<file path="src/rtl/voice_mixer_pwm.sv">
// voice_mixer_pwm
//   Output stage for the organ oscillator bank. Each voice has its key button
//   synchronised and debounced into a gate. The gate drives a linear
//   attack/release envelope. Voices whose oscillator is currently high add
//   their envelope level into a registered mix sum. A first-order
//   sigma-delta modulator turns that sum into a one-bit audio stream.
//
// Ports
//   clk        system clock; all logic runs on the rising edge
//   rst        synchronous, active-high reset
//   osc_in     [NUM_VOICES]  oscillator square waves, already in the clk domain
//   btn_n      [NUM_VOICES]  raw key buttons, active-low, asynchronous
//   gate       [NUM_VOICES]  debounced key state, 1 = pressed
//   mix_level  [SUM_W]       registered sum of the gated envelope levels
//   pwmout                   sigma-delta audio bitstream
module voice_mixer_pwm #(
  parameter int NUM_VOICES      = 3,
  parameter int ENV_BITS        = 8,
  parameter int DEBOUNCE_CYCLES = 120000,
  parameter int ATTACK_DIV      = 1200,
  parameter int RELEASE_DIV     = 4800,
  localparam int SUM_W          = ENV_BITS + $clog2(NUM_VOICES)
) (
  input  logic                  clk,
  input  logic                  rst,
  input  logic [NUM_VOICES-1:0] osc_in,
  input  logic [NUM_VOICES-1:0] btn_n,
  output logic [NUM_VOICES-1:0] gate,
  output logic [SUM_W-1:0]      mix_level,
  output logic                  pwmout
);

  localparam int ACC_W  = SUM_W + 1;
  localparam int DCNT_W = $clog2(DEBOUNCE_CYCLES + 1);
  localparam int PA_W   = $clog2(ATTACK_DIV + 1);
  localparam int PR_W   = $clog2(RELEASE_DIV + 1);
  localparam logic [ENV_BITS-1:0] ENV_MAX_C = '1;
  localparam logic [ACC_W-1:0]    FULL_C    = ACC_W'(NUM_VOICES * ((1 << ENV_BITS) - 1));

  // Two-flop synchroniser. Both stages reset to 1 so every key reads as
  // released when reset is removed.
  logic [NUM_VOICES-1:0] r_sync1;
  logic [NUM_VOICES-1:0] r_sync2;
  logic [NUM_VOICES-1:0] w_pressed;

  always_ff @(posedge clk) begin
    if (rst) begin
      r_sync1 <= '1;
      r_sync2 <= '1;
    end else begin
      r_sync1 <= btn_n;
      r_sync2 <= r_sync1;
    end
  end

  assign w_pressed = ~r_sync2;

  // Shared free-running prescalers. They count from reset release, so tick
  // phase does not depend on when a key is pressed.
  logic [PA_W-1:0] r_pa;
  logic [PR_W-1:0] r_pr;
  logic            w_tick_a;
  logic            w_tick_r;

  assign w_tick_a = (r_pa == PA_W'(ATTACK_DIV - 1));
  assign w_tick_r = (r_pr == PR_W'(RELEASE_DIV - 1));

  always_ff @(posedge clk) begin
    if (rst) begin
      r_pa <= '0;
      r_pr <= '0;
    end else begin
      r_pa <= w_tick_a ? '0 : r_pa + PA_W'(1);
      r_pr <= w_tick_r ? '0 : r_pr + PR_W'(1);
    end
  end

  // Per-voice debounce and envelope.
  logic [ENV_BITS-1:0] w_env [NUM_VOICES];

  generate
    for (genvar gi = 0; gi < NUM_VOICES; gi++) begin : g_voice
      logic              r_gate;
      logic [DCNT_W-1:0] r_dcnt;
      logic [ENV_BITS-1:0] r_env;

      always_ff @(posedge clk) begin
        if (rst) begin
          r_gate <= 1'b0;
          r_dcnt <= '0;
          r_env  <= '0;
        end else begin
          // Any sample that agrees with the current gate restarts the count,
          // so the gate flips only after a full unbroken disagreeing run.
          if (w_pressed[gi] == r_gate) begin
            r_dcnt <= '0;
          end else if (r_dcnt == DCNT_W'(DEBOUNCE_CYCLES - 1)) begin
            r_gate <= w_pressed[gi];
            r_dcnt <= '0;
          end else begin
            r_dcnt <= r_dcnt + DCNT_W'(1);
          end

          // The envelope moves one step from its current level in whichever
          // direction the gate selects, so a gate reversal mid-ramp never
          // makes the level jump.
          if (w_tick_a && r_gate && (r_env != ENV_MAX_C)) begin
            r_env <= r_env + ENV_BITS'(1);
          end else if (w_tick_r && !r_gate && (r_env != '0)) begin
            r_env <= r_env - ENV_BITS'(1);
          end
        end
      end

      assign gate[gi]  = r_gate;
      assign w_env[gi] = r_env;
    end
  endgenerate

  // Mixer. SUM_W has room for NUM_VOICES * ENV_MAX, so the sum is exact.
  logic [SUM_W-1:0] w_sum;
  logic [SUM_W-1:0] r_mix;

  always_comb begin
    w_sum = '0;
    for (int i = 0; i < NUM_VOICES; i++) begin
      if (osc_in[i]) begin
        w_sum = w_sum + SUM_W'(w_env[i]);
      end
    end
  end

  always_ff @(posedge clk) begin
    if (rst) begin
      r_mix <= '0;
    end else begin
      r_mix <= w_sum;
    end
  end

  assign mix_level = r_mix;

  // First-order sigma-delta. The accumulator stays below FULL, so t stays
  // below 2*FULL and fits in ACC_W bits.
  logic [ACC_W-1:0] r_acc;
  logic [ACC_W-1:0] w_t;
  logic             r_pwm;

  assign w_t = r_acc + ACC_W'(r_mix);

  always_ff @(posedge clk) begin
    if (rst) begin
      r_acc <= '0;
      r_pwm <= 1'b0;
    end else if (w_t >= FULL_C) begin
      r_acc <= w_t - FULL_C;
      r_pwm <= 1'b1;
    end else begin
      r_acc <= w_t;
      r_pwm <= 1'b0;
    end
  end

  assign pwmout = r_pwm;

endmodule

</file>
<file path="config.mk">
export PLATFORM = sky130hd
export DESIGN_NAME = voice_mixer_pwm
export DESIGN_NICKNAME = d
export VERILOG_FILES = /design/src/rtl/voice_mixer_pwm.sv
export SDC_FILE = /design/constraint.sdc
export NUM_CORES = 1
export LEC_CHECK = 0
export BUFFER_PORTS_ARGS = -buffer_cell sky130_fd_sc_hd__buf_2
export CORE_MARGIN = 2
export CORE_UTILIZATION = 65
export CTS_BUF_LIST = sky130_fd_sc_hd__clkbuf_16
export CTS_CLUSTER_SIZE = 10
export DETAILED_ROUTE_END_ITERATION = 10
export GPL_ROUTABILITY_DRIVEN = 0
export PLACE_DENSITY = 0.92
export SYNTH_ARGS = -nofsm -noshare
export SYNTH_HDL_FRONTEND = slang
export SYNTH_SLANG_ARGS = --single-unit
</file>
<file path="constraint.sdc">
create_clock -name clk -period 10.1 [get_ports clk]
set_clock_uncertainty 0.2 [all_clocks]
set_input_delay 2.02 -clock clk [delete_from_list [all_inputs] [get_ports clk]]
set_output_delay 2.02 -clock clk [all_outputs]
set_load 0.02 [all_outputs]
</file>
# Yosys cells after proc, flatten, opt, wreduce, memory -nomap -nowiden
# Cells that the tools add are included.
[totals]
reg_bits = 130
in_bits = 8
output_inout_bits = 14
[classes]
add_sub_neg = 15
n_lt_le_gt_ge = 1
eq_ne = 11
n_mux = 11
n_bitwise = 4
n_reduce_logical = 29
[op_table]
columns = ["cell", "count"]
rows = [
  ["8-bit 2-to-1 mux", 7],
  ["17-bit by 1-bit adder with 17-bit output, second input constant", 3],
  ["17-bit == test, second input constant", 3],
  ["8-bit by 1-bit adder with 8-bit output, second input constant", 3],
  ["8-bit != test, second input constant", 3],
  ["8-bit nonzero test", 3],
  ["8-bit by 1-bit subtractor with 8-bit output, second input constant", 3],
  ["10-bit by 8-bit adder with 10-bit output", 2],
  ["10-bit 2-to-1 mux", 2],
  ["13-bit by 1-bit adder with 13-bit output, second input constant", 1],
  ["13-bit == test, second input constant", 1],
  ["1-bit logical AND", 12],
  ["11-bit by 1-bit adder with 11-bit output, second input constant", 1],
  ["11-bit by 10-bit adder with 11-bit output", 1],
  ["11-bit == test, second input constant", 1],
  ["11-bit by 10-bit >= comparator with 1-bit output, second input constant", 1],
  ["11-bit 2-to-1 mux", 1],
  ["11-bit by 10-bit subtractor with 11-bit output, second input constant", 1],
  ["3-bit OR reduction", 3],
  ["2-bit AND reduction", 3],
  ["2-bit nonzero test", 3],
  ["2-bit OR reduction", 2],
  ["1-bit == test", 3],
  ["1-bit logical NOT", 3],
  ["other kinds (3)", 5],
]

# Longest topological paths before layout
# Gate-level depths: netlist of run 1.
[logic_depth]
word_depth = 5
depth_mapped = 19
depth_no_buf = 18

# Worst setup path after synthesis of run 1
# No wires, ideal clock.
[synth_path]
path_type = "input to register"
from = "input osc_in[0]"
to = "register r_mix[7] (netlist: mix_level[7])"
arrival_ns = 4.711
required_ns = 9.772
setup_slack_ns = 5.061
cell_stages = 19
path_cell_list = "clkbuf_1 -> nand2_1 -> inv_1 -> ha_1 -> inv_1 -> fa_1 -> nor2b_1 -> o311ai_0 -> a21oi_1 -> o21a_1 -> nor3_1 -> nand2b_1 -> mux2i_1 -> ha_1 -> a21oi_1 -> o21ai_0 -> xor2_1 -> mux2i_1 -> nor2_1"
[synth_between]
elab_chain_cells = 5
[synth_lines]
columns = ["element", "line_no", "rtl"]
rows = [
  ["start: declaration", "26", "input logic [NUM_VOICES-1:0] osc_in,"],
  ["8-bit 2-to-1 mux (*)", "127", "if (osc_in[i]) begin"],
  ["10-bit by 8-bit adder with 10-bit output", "128", "w_sum = w_sum + SUM_W'(w_env[i]);"],
  ["10-bit 2-to-1 mux (*)", "127", ""],
  ["10-bit by 8-bit adder with 10-bit output", "128", ""],
  ["10-bit 2-to-1 mux (*)", "127", ""],
  ["end signal: assignment", "137", "r_mix <= w_sum;"],
  ["end: declaration", "122", "logic [SUM_W-1:0] r_mix;"],
]
# Every way passes the cells marked *; elsewhere a longest branch is shown, timed or not.
# A chain may end at the register's enable or synchronous reset.

# Final worst setup path of run 1
# Ends and elaborated chain as after synthesis.

==> metrics, run 1 <==
R2R Setup Slk=6240 ps; CTS tree=built; Ports=22; Max-Cap Viols=0; vias=6000; Clk Latency, worst-skew pair=around 420 ps; origin of the critical flop-to-flop path=r_pa[0]$_SDFF_PP0_; Yosys top cell area share=0.358; post-synth top area cell=dfxtp_1; post-route cell area=between 0.008 and 0.009 mm²; routed length on met3=about 800 µm; Final Cycle Share=0.494; CORE AREA=roughly 0.011 mm²; ranking of synthesized cells by area=dfxtp_1 36%, ha_1 8.8%, nor2_1 7.2%; CTS Root Cell=clkbuf_16; Worst Path Required=10190 ps; Placed Instance Area=0.00747 mm²; diode count=0; Worst Reg-to-Reg Cells=14; Remaining Overflow, GRT=0; Tmin final=about 5000 ps; Worst EP arrival=5080 ps; commonest cells in the netlist=140 x nor2_1, 130 x dfxtp_1, 54 x xor2_1, 51 x ha_1, 51 x nand2_1; Tot GR Track Use=0.275; RSZ-0062 raised after global routing=no; Slew HR=0.443; startpoint types=input port; die area=0.0121 mm²; Final WS setup=5110 ps; LEAKAGE=3.41 nW; clock sink total=130; dpl ws=4820 ps; post-synthesis cell area=0.00728 mm²; Initial Utilization=0.669; Cell Pwr Density=roughly 150 mW/mm²; post-synthesis sequential area ratio=0.358; final setup TNS=0 ps; Fmax=0.200 GHz; Min-Delay Startpoint=r_sync1[2]$_SDFF_PP1_; Hold Buf Count CTS=0; Final setup viols=0; global-route wire length before repair=about 26000 µm; I/O Buffers=21; Least-Margin Pin Slew=832 ps; placed cells=roughly 980; crit-path max FO=9; commonest register cell after synthesis=dfxtp_1; Routed WL=roughly 16000 µm; Async SR Flop Fraction=0; Worst Setup End Kind=register; met1 wire length=6700 µm; max layer used=met4; total power=1.24 mW; CTS buffer count=17; Hold Crit Class=register to register; Worst VDD drop=approximately 160 µV; fin cells=1011; Reg clk slew, reported paths=60 ps; starting DRC count in detailed routing=roughly 360; # Post-CTS Setup Buffers=0; WL met2=7470 µm; multi-input logic area=0.00446 mm²; ANT nets after route=0; die height=between 100 and 150 µm; Yosys reg bits=130; H-tree depth=4; CTS max path bufs=2; Synth Instances=841; outcome=finished, final reports clean; initial antenna violation count=0; Avg WL per Cell=15.3 µm; post-detail-place hpwl=roughly 9800 µm; NumNets Final=923; layout cells sized above 1=0.0850; Synth Warn #=0; Mapped Nets=906; most frequent cell after synthesis=nor2_1; DR pass1 iterations=5; largest net degree at the start of global routing=59; Residual DRC=0; DIE WIDTH=between 100 and 150 µm; Hold Path Sink=r_sync2[2]$_SDFF_PP1_; row count=38; fillers=732; reg2reg end=g_voice[0].r_env[7]$_SDFFE_PP0P_; crit path kind=input port to register; EDFF count, synth=0; sequential cell area=between 0.002 and 0.003 mm²; CTS resizes=0; Area growth syn-to-layout=11.4%; Slew Limit Fails=0; vias in the first global route=5754; DR vias/cell=5.93; synth unique cells=64; Final Hold Vio Count=0; hold depth=1; Post-Syn Area per Cell=8.66 µm²
[state kept, by name, indices dropped and copies added, names as in the netlist]
register        flops
mix_level          10
r_sync1             3
r_acc              11
pwmout              1
g_voice.r_gate      3
g_voice.r_dcnt     51
r_pa               11
r_sync2             3
r_pr               13
g_voice.r_env      24
[cell type report]
class	count	share of cell area
Timing Repair Buffer	23	0.0148
Inverter	28	0.0130
Sequential cell	130	0.321
Multi-Input combinational cell	658	0.551
Tap cell	140	0.0216
Clock inverter	15	0.0265
Clock buffer	17	0.0525
[layout by cell type (no fill, tap or decap), types with 5 or more instances in the layout]
| master | synthesis | layout |
|---|---|---|
| buf_2 | 2 | 21 |
| a21oi_1 | 36 | 36 |
| nor2b_1 | 9 | 9 |
| fa_1 | 6 | 6 |
| or2_2 | 11 | 11 |
| bufinv_16 | 0 | 5 |
| o21bai_1 | 5 | 5 |
| o21a_1 | 5 | 5 |
| or3_1 | 6 | 6 |
| inv_1 | 27 | 28 |
| xnor2_1 | 49 | 49 |
| xor2_1 | 54 | 54 |
| nor2_1 | 140 | 140 |
| nand2b_1 | 7 | 7 |
| dfxtp_1 | 130 | 130 |
| and3_1 | 23 | 23 |
| nand2_1 | 51 | 51 |
| nor4_1 | 10 | 10 |
| clkbuf_16 | 0 | 17 |
| mux2i_1 | 23 | 23 |
| nand3_1 | 37 | 37 |
| o21ai_0 | 19 | 19 |
| nand4_1 | 16 | 16 |
| nor3_1 | 13 | 13 |
| ha_1 | 51 | 51 |
| and2_1 | 7 | 7 |
| a211oi_1 | 6 | 6 |
| a21o_1 | 18 | 18 |
[power by group]
part           internal, mW  total (mW)  switching, mW  leakage, nW
clock network         0.436       0.670          0.234        0.306
logic                0.0155      0.0442         0.0287         2.05
registers             0.519       0.523        0.00408         1.05
[worst max-delay path, cell delays in order]
cell      delay (ps)
buf_2            150
nand2_1           90
inv_1             50
ha_1             190
inv_1             80
fa_1             210
nor2b_1           80
o311ai_0         410
a21oi_1          160
o21a_1           200
o21ai_0          210
nand2b_1         100
mux2i_1          190
ha_1             280
a21oi_1          140
o21ai_0          160
xor2_1           180
mux2i_1          150
nor2_1            50
[routing by layer]
metal	track usage	vias up
met4	0.137	0
met3	0.0622	63
met2	0.472	198
met1	0.320	2785
met5	0	-
li1	-	2954
[how the worst max path moves through the flow]
stage          depth (start not counted)  slack (ps)                 endpoint  startpoint
2_1_floorplan                         19        5060  mix_level[7]$_SDFF_PP0_   osc_in[0]
3_3_place_gp                          16        4920  mix_level[7]$_SDFF_PP0_   osc_in[0]
3_5_place_dp                          19        4820  mix_level[7]$_SDFF_PP0_   osc_in[0]
4_1_cts                               19        5200  mix_level[7]$_SDFF_PP0_   osc_in[0]
5_1_grt                               19        4730  mix_level[7]$_SDFF_PP0_   osc_in[0]
6_report                              19        5110  mix_level[7]$_SDFF_PP0_   osc_in[0]
[per-stage QoR]
step            util  hold slack (ps)
6_report       0.745              226
5_1_grt        0.745              238
4_1_cts        0.745              229
3_5_place_dp   0.686              196
3_3_place_gp   0.686              191
2_1_floorplan      -              189
[logic make-up (layout without fill, tap and decap cells)]
group,Yosys count,count (layout),share of synthesized area
flip-flops,130,130,0.358
buffers and inverters,53,83,0.0292
AO/OA/AOI/OAI,120,120,0.112
AND/OR/NAND/NOR,352,352,0.237
XOR/XNOR,104,104,0.126
multiplexers,24,24,0.0332
adder cells (fa/ha/maj),58,58,0.106
Power figures use the tool's default switching activity.
==> inputs of run 2 (changes only) <==
Settings changed: ABC_AREA set to 1, CORE_UTILIZATION 65 to 57, PLACE_DENSITY 0.92 to 0.86.
Clock period 10.1 ns to 4.2 ns, I/O delays scaled along.
==> run 2 against run 1 <==
Net effect: first-iteration DRC count grew 6.4%; synthesized cell count grew 28%; combinational power grew 96%; core utilization shrank 9.5 points; cell area grew 6.1%; via count grew 16%; largest power group unchanged.
==> metrics, run 2 <==
CORE AREA=0.0132 mm² (+22%); Least-Margin Pin Slew=699 ps (-133 ps); synth unique cells=49 (-23%); Tmin final=3560 ps; fillers=1134 (+55%); most frequent cells in the layout=206 x nand2_1, 138 x inv_1, 130 x dfxtp_1; CTS max path bufs=2 (unchanged); CTS resizes=0 (unchanged); LEAKAGE=3.78 nW (+11%); global-route wire length before repair=28300 µm (+8.4%); Hold Path Sink=r_sync2[0]$_SDFF_PP1_; ranking of synthesized cells by area=dfxtp_1 34%, nand2_1 10%, ha_1 8.3%; Reg clk slew, reported paths=60 ps (about the same); Yosys reg bits=130 (unchanged); Ports=22 (unchanged); ANT nets after route=0 (unchanged); CTS tree=built; row count=42 (+11%); final setup TNS=0 ps (unchanged); Routed WL=16200 µm (+4.2%); DIE WIDTH=120 µm (+9.5%); Synth Warn #=0 (unchanged); max FFs per register=51 (unchanged); H-tree depth=4 (unchanged); EDFF count, synth=0 (unchanged); post-synth top area cell=dfxtp_1; Final Hold Vio Count=0 (unchanged); CTS buffer count=17 (unchanged); Cell Pwr Density=343 mW/mm² (+120%); hold depth=1 (unchanged); post-detail-place hpwl=11700 µm (+19%); Worst Setup End Kind=register; crit path kind=input port to register; diode count=0 (unchanged); Top reg by flops=g_voice.r_dcnt; Min-Delay Startpoint=r_sync1[0]$_SDFF_PP1_; Yosys top cell area share=0.337 (-0.0200); most frequent cell after synthesis=nand2_1; Max-Cap Viols=0 (unchanged); RSZ-0062 raised after global routing=no; Post-Syn Area per Cell=7.17 µm² (-17%); Worst Path Required=4370 ps (-5820 ps); Mapped Nets=1141 (+26%); die area=0.0145 mm² (+20%); clock sink total=130 (unchanged); Worst EP arrival=3730 ps (-1350 ps); Synth Instances=1076 (+28%); R2R Setup Slk=720 ps (-5520 ps); vias in the first global route=6695 (+16%); I/O Buffers=21 (unchanged); commonest register cell after synthesis=dfxtp_1; initial antenna violation count=0 (unchanged); NumNets Final=1165 (+26%); DR pass1 iterations=5 (unchanged); startpoint types=input port; reg2reg end=mix_level[7]$_SDFF_PP0_; Tot GR Track Use=0.236 (-0.0384); post-synthesis sequential area ratio=0.337 (-0.0200); Initial Utilization=0.582 (-0.0863); Residual DRC=0 (unchanged); crit-path max FO=8 (-1); Worst Reg-to-Reg Cells=20 (+6); Final Cycle Share=0.847; Fmax=0.281 GHz; Slew HR=0.533 (+0.0900); die height=120 µm (+9.5%); outcome=finished, final reports clean; Remaining Overflow, GRT=0 (unchanged); Hold Crit Class=register to register; total power=2.95 mW (+140%); biggest regs=g_voice.r_dcnt: 51 flops, g_voice.r_env: 24 flops, r_pr: 13 flops; Slew Limit Fails=0 (unchanged); most common cell after layout, fill and taps aside=nand2_1; # Post-CTS Setup Buffers=0 (unchanged); layout cells sized above 1=0.0979 (+0.0130); post-synthesis cell area=0.00771 mm² (+5.9%); largest net degree at the start of global routing=23 (-61%); Worst VDD drop=482 µV (+210%); Clk Latency, worst-skew pair=420 ps (about the same); Area growth syn-to-layout=11.5%; origin of the critical flop-to-flop path=g_voice[0].r_env[0]$_SDFFE_PP0P_; vias=6985 (+16%); Async SR Flop Fraction=0 (unchanged); Hold Buf Count CTS=0 (unchanged); Final setup viols=0 (unchanged); Avg WL per Cell=12.5 µm (-18%); DR vias/cell=5.42 (-8.7%); starting DRC count in detailed routing=384 (+6.4%); commonest cells in the netlist=206 x nand2_1, 137 x inv_1, 130 x dfxtp_1, 102 x a21oi_1, 102 x nor2_1; CTS Root Cell=clkbuf_16
run 2: area by class of cell:
class,count,area (µm²),area share
Clock buffer,17,425,0.0495
Clock inverter,15,214,0.0249
Inverter,138,518,0.0602
Multi-Input combinational cell,790,4500,0.523
Sequential cell,130,2600,0.303
Tap cell,176,220,0.0256
Timing Repair Buffer,23,120,0.0140
run 2: kinds of logic after synthesis:
family / Yosys count / share of synthesized area
flops: 130 / 0.337
fa+ha+maj: 57 / 0.0983
xor+xnor: 36 / 0.0409
simple gates: 516 / 0.315
buf+inv: 156 / 0.0790
compound gates: 181 / 0.130
run 2: report_power, final:
group	switching [mW]	internal, mW	total [mW]
sequential	0.00646	1.25	1.25
clock	0.560	1.05	1.61
combinational	0.0580	0.0287	0.0867
total	0.624	2.32	2.95
run 2: how the worst max path moves through the flow:
stage | start | endpoint | cells past startpoint
after global placement | osc_in[0] | mix_level[8]$_SDFF_PP0_ | 22
after floorplan | osc_in[0] | mix_level[8]$_SDFF_PP0_ | 22
after detailed placement | osc_in[0] | mix_level[7]$_SDFF_PP0_ | 21
final | osc_in[0] | mix_level[7]$_SDFF_PP0_ | 21
after CTS | osc_in[0] | mix_level[7]$_SDFF_PP0_ | 21
after global routing | osc_in[0] | mix_level[8]$_SDFF_PP0_ | 22
run 2: routing by layer:
layer  up-vias  wire (µm)  global-route usage
met2       140       7840               0.422
met1      3176       7260               0.271
met5         -          0                   0
met3        40        638              0.0481
li1       3629          -                   -
met4         0        426               0.108
run 2: worst max-delay path, stage by stage:
cell and delay (ps):
buf_2 150, nand2_1 80, inv_1 70, ha_1 150, inv_1 50, fa_1 350
inv_1 70, nand2_1 70, nand2_1 60, o21ai_1 100, o21ai_0 180, a21oi_1 100
xor2_1 150, a21boi_0 290, ha_1 310, a21oi_1 130, inv_1 50, a31oi_1 200
nor2_1 80, nand3b_1 160, nand2_1 60
run 2: through the flow:
stage               hold slack (ps)  area (µm²)  instances  setup WS [ps]   util
detailed placement              192        7960       1257            267  0.601
CTS                             206        8600       1289            684  0.649
global route                    222        8600       1289            252  0.649
global placement                192        7960       1257            404  0.601
floorplan                       189        7710       1076            585      -
finish                          206        8600       1289            642  0.649
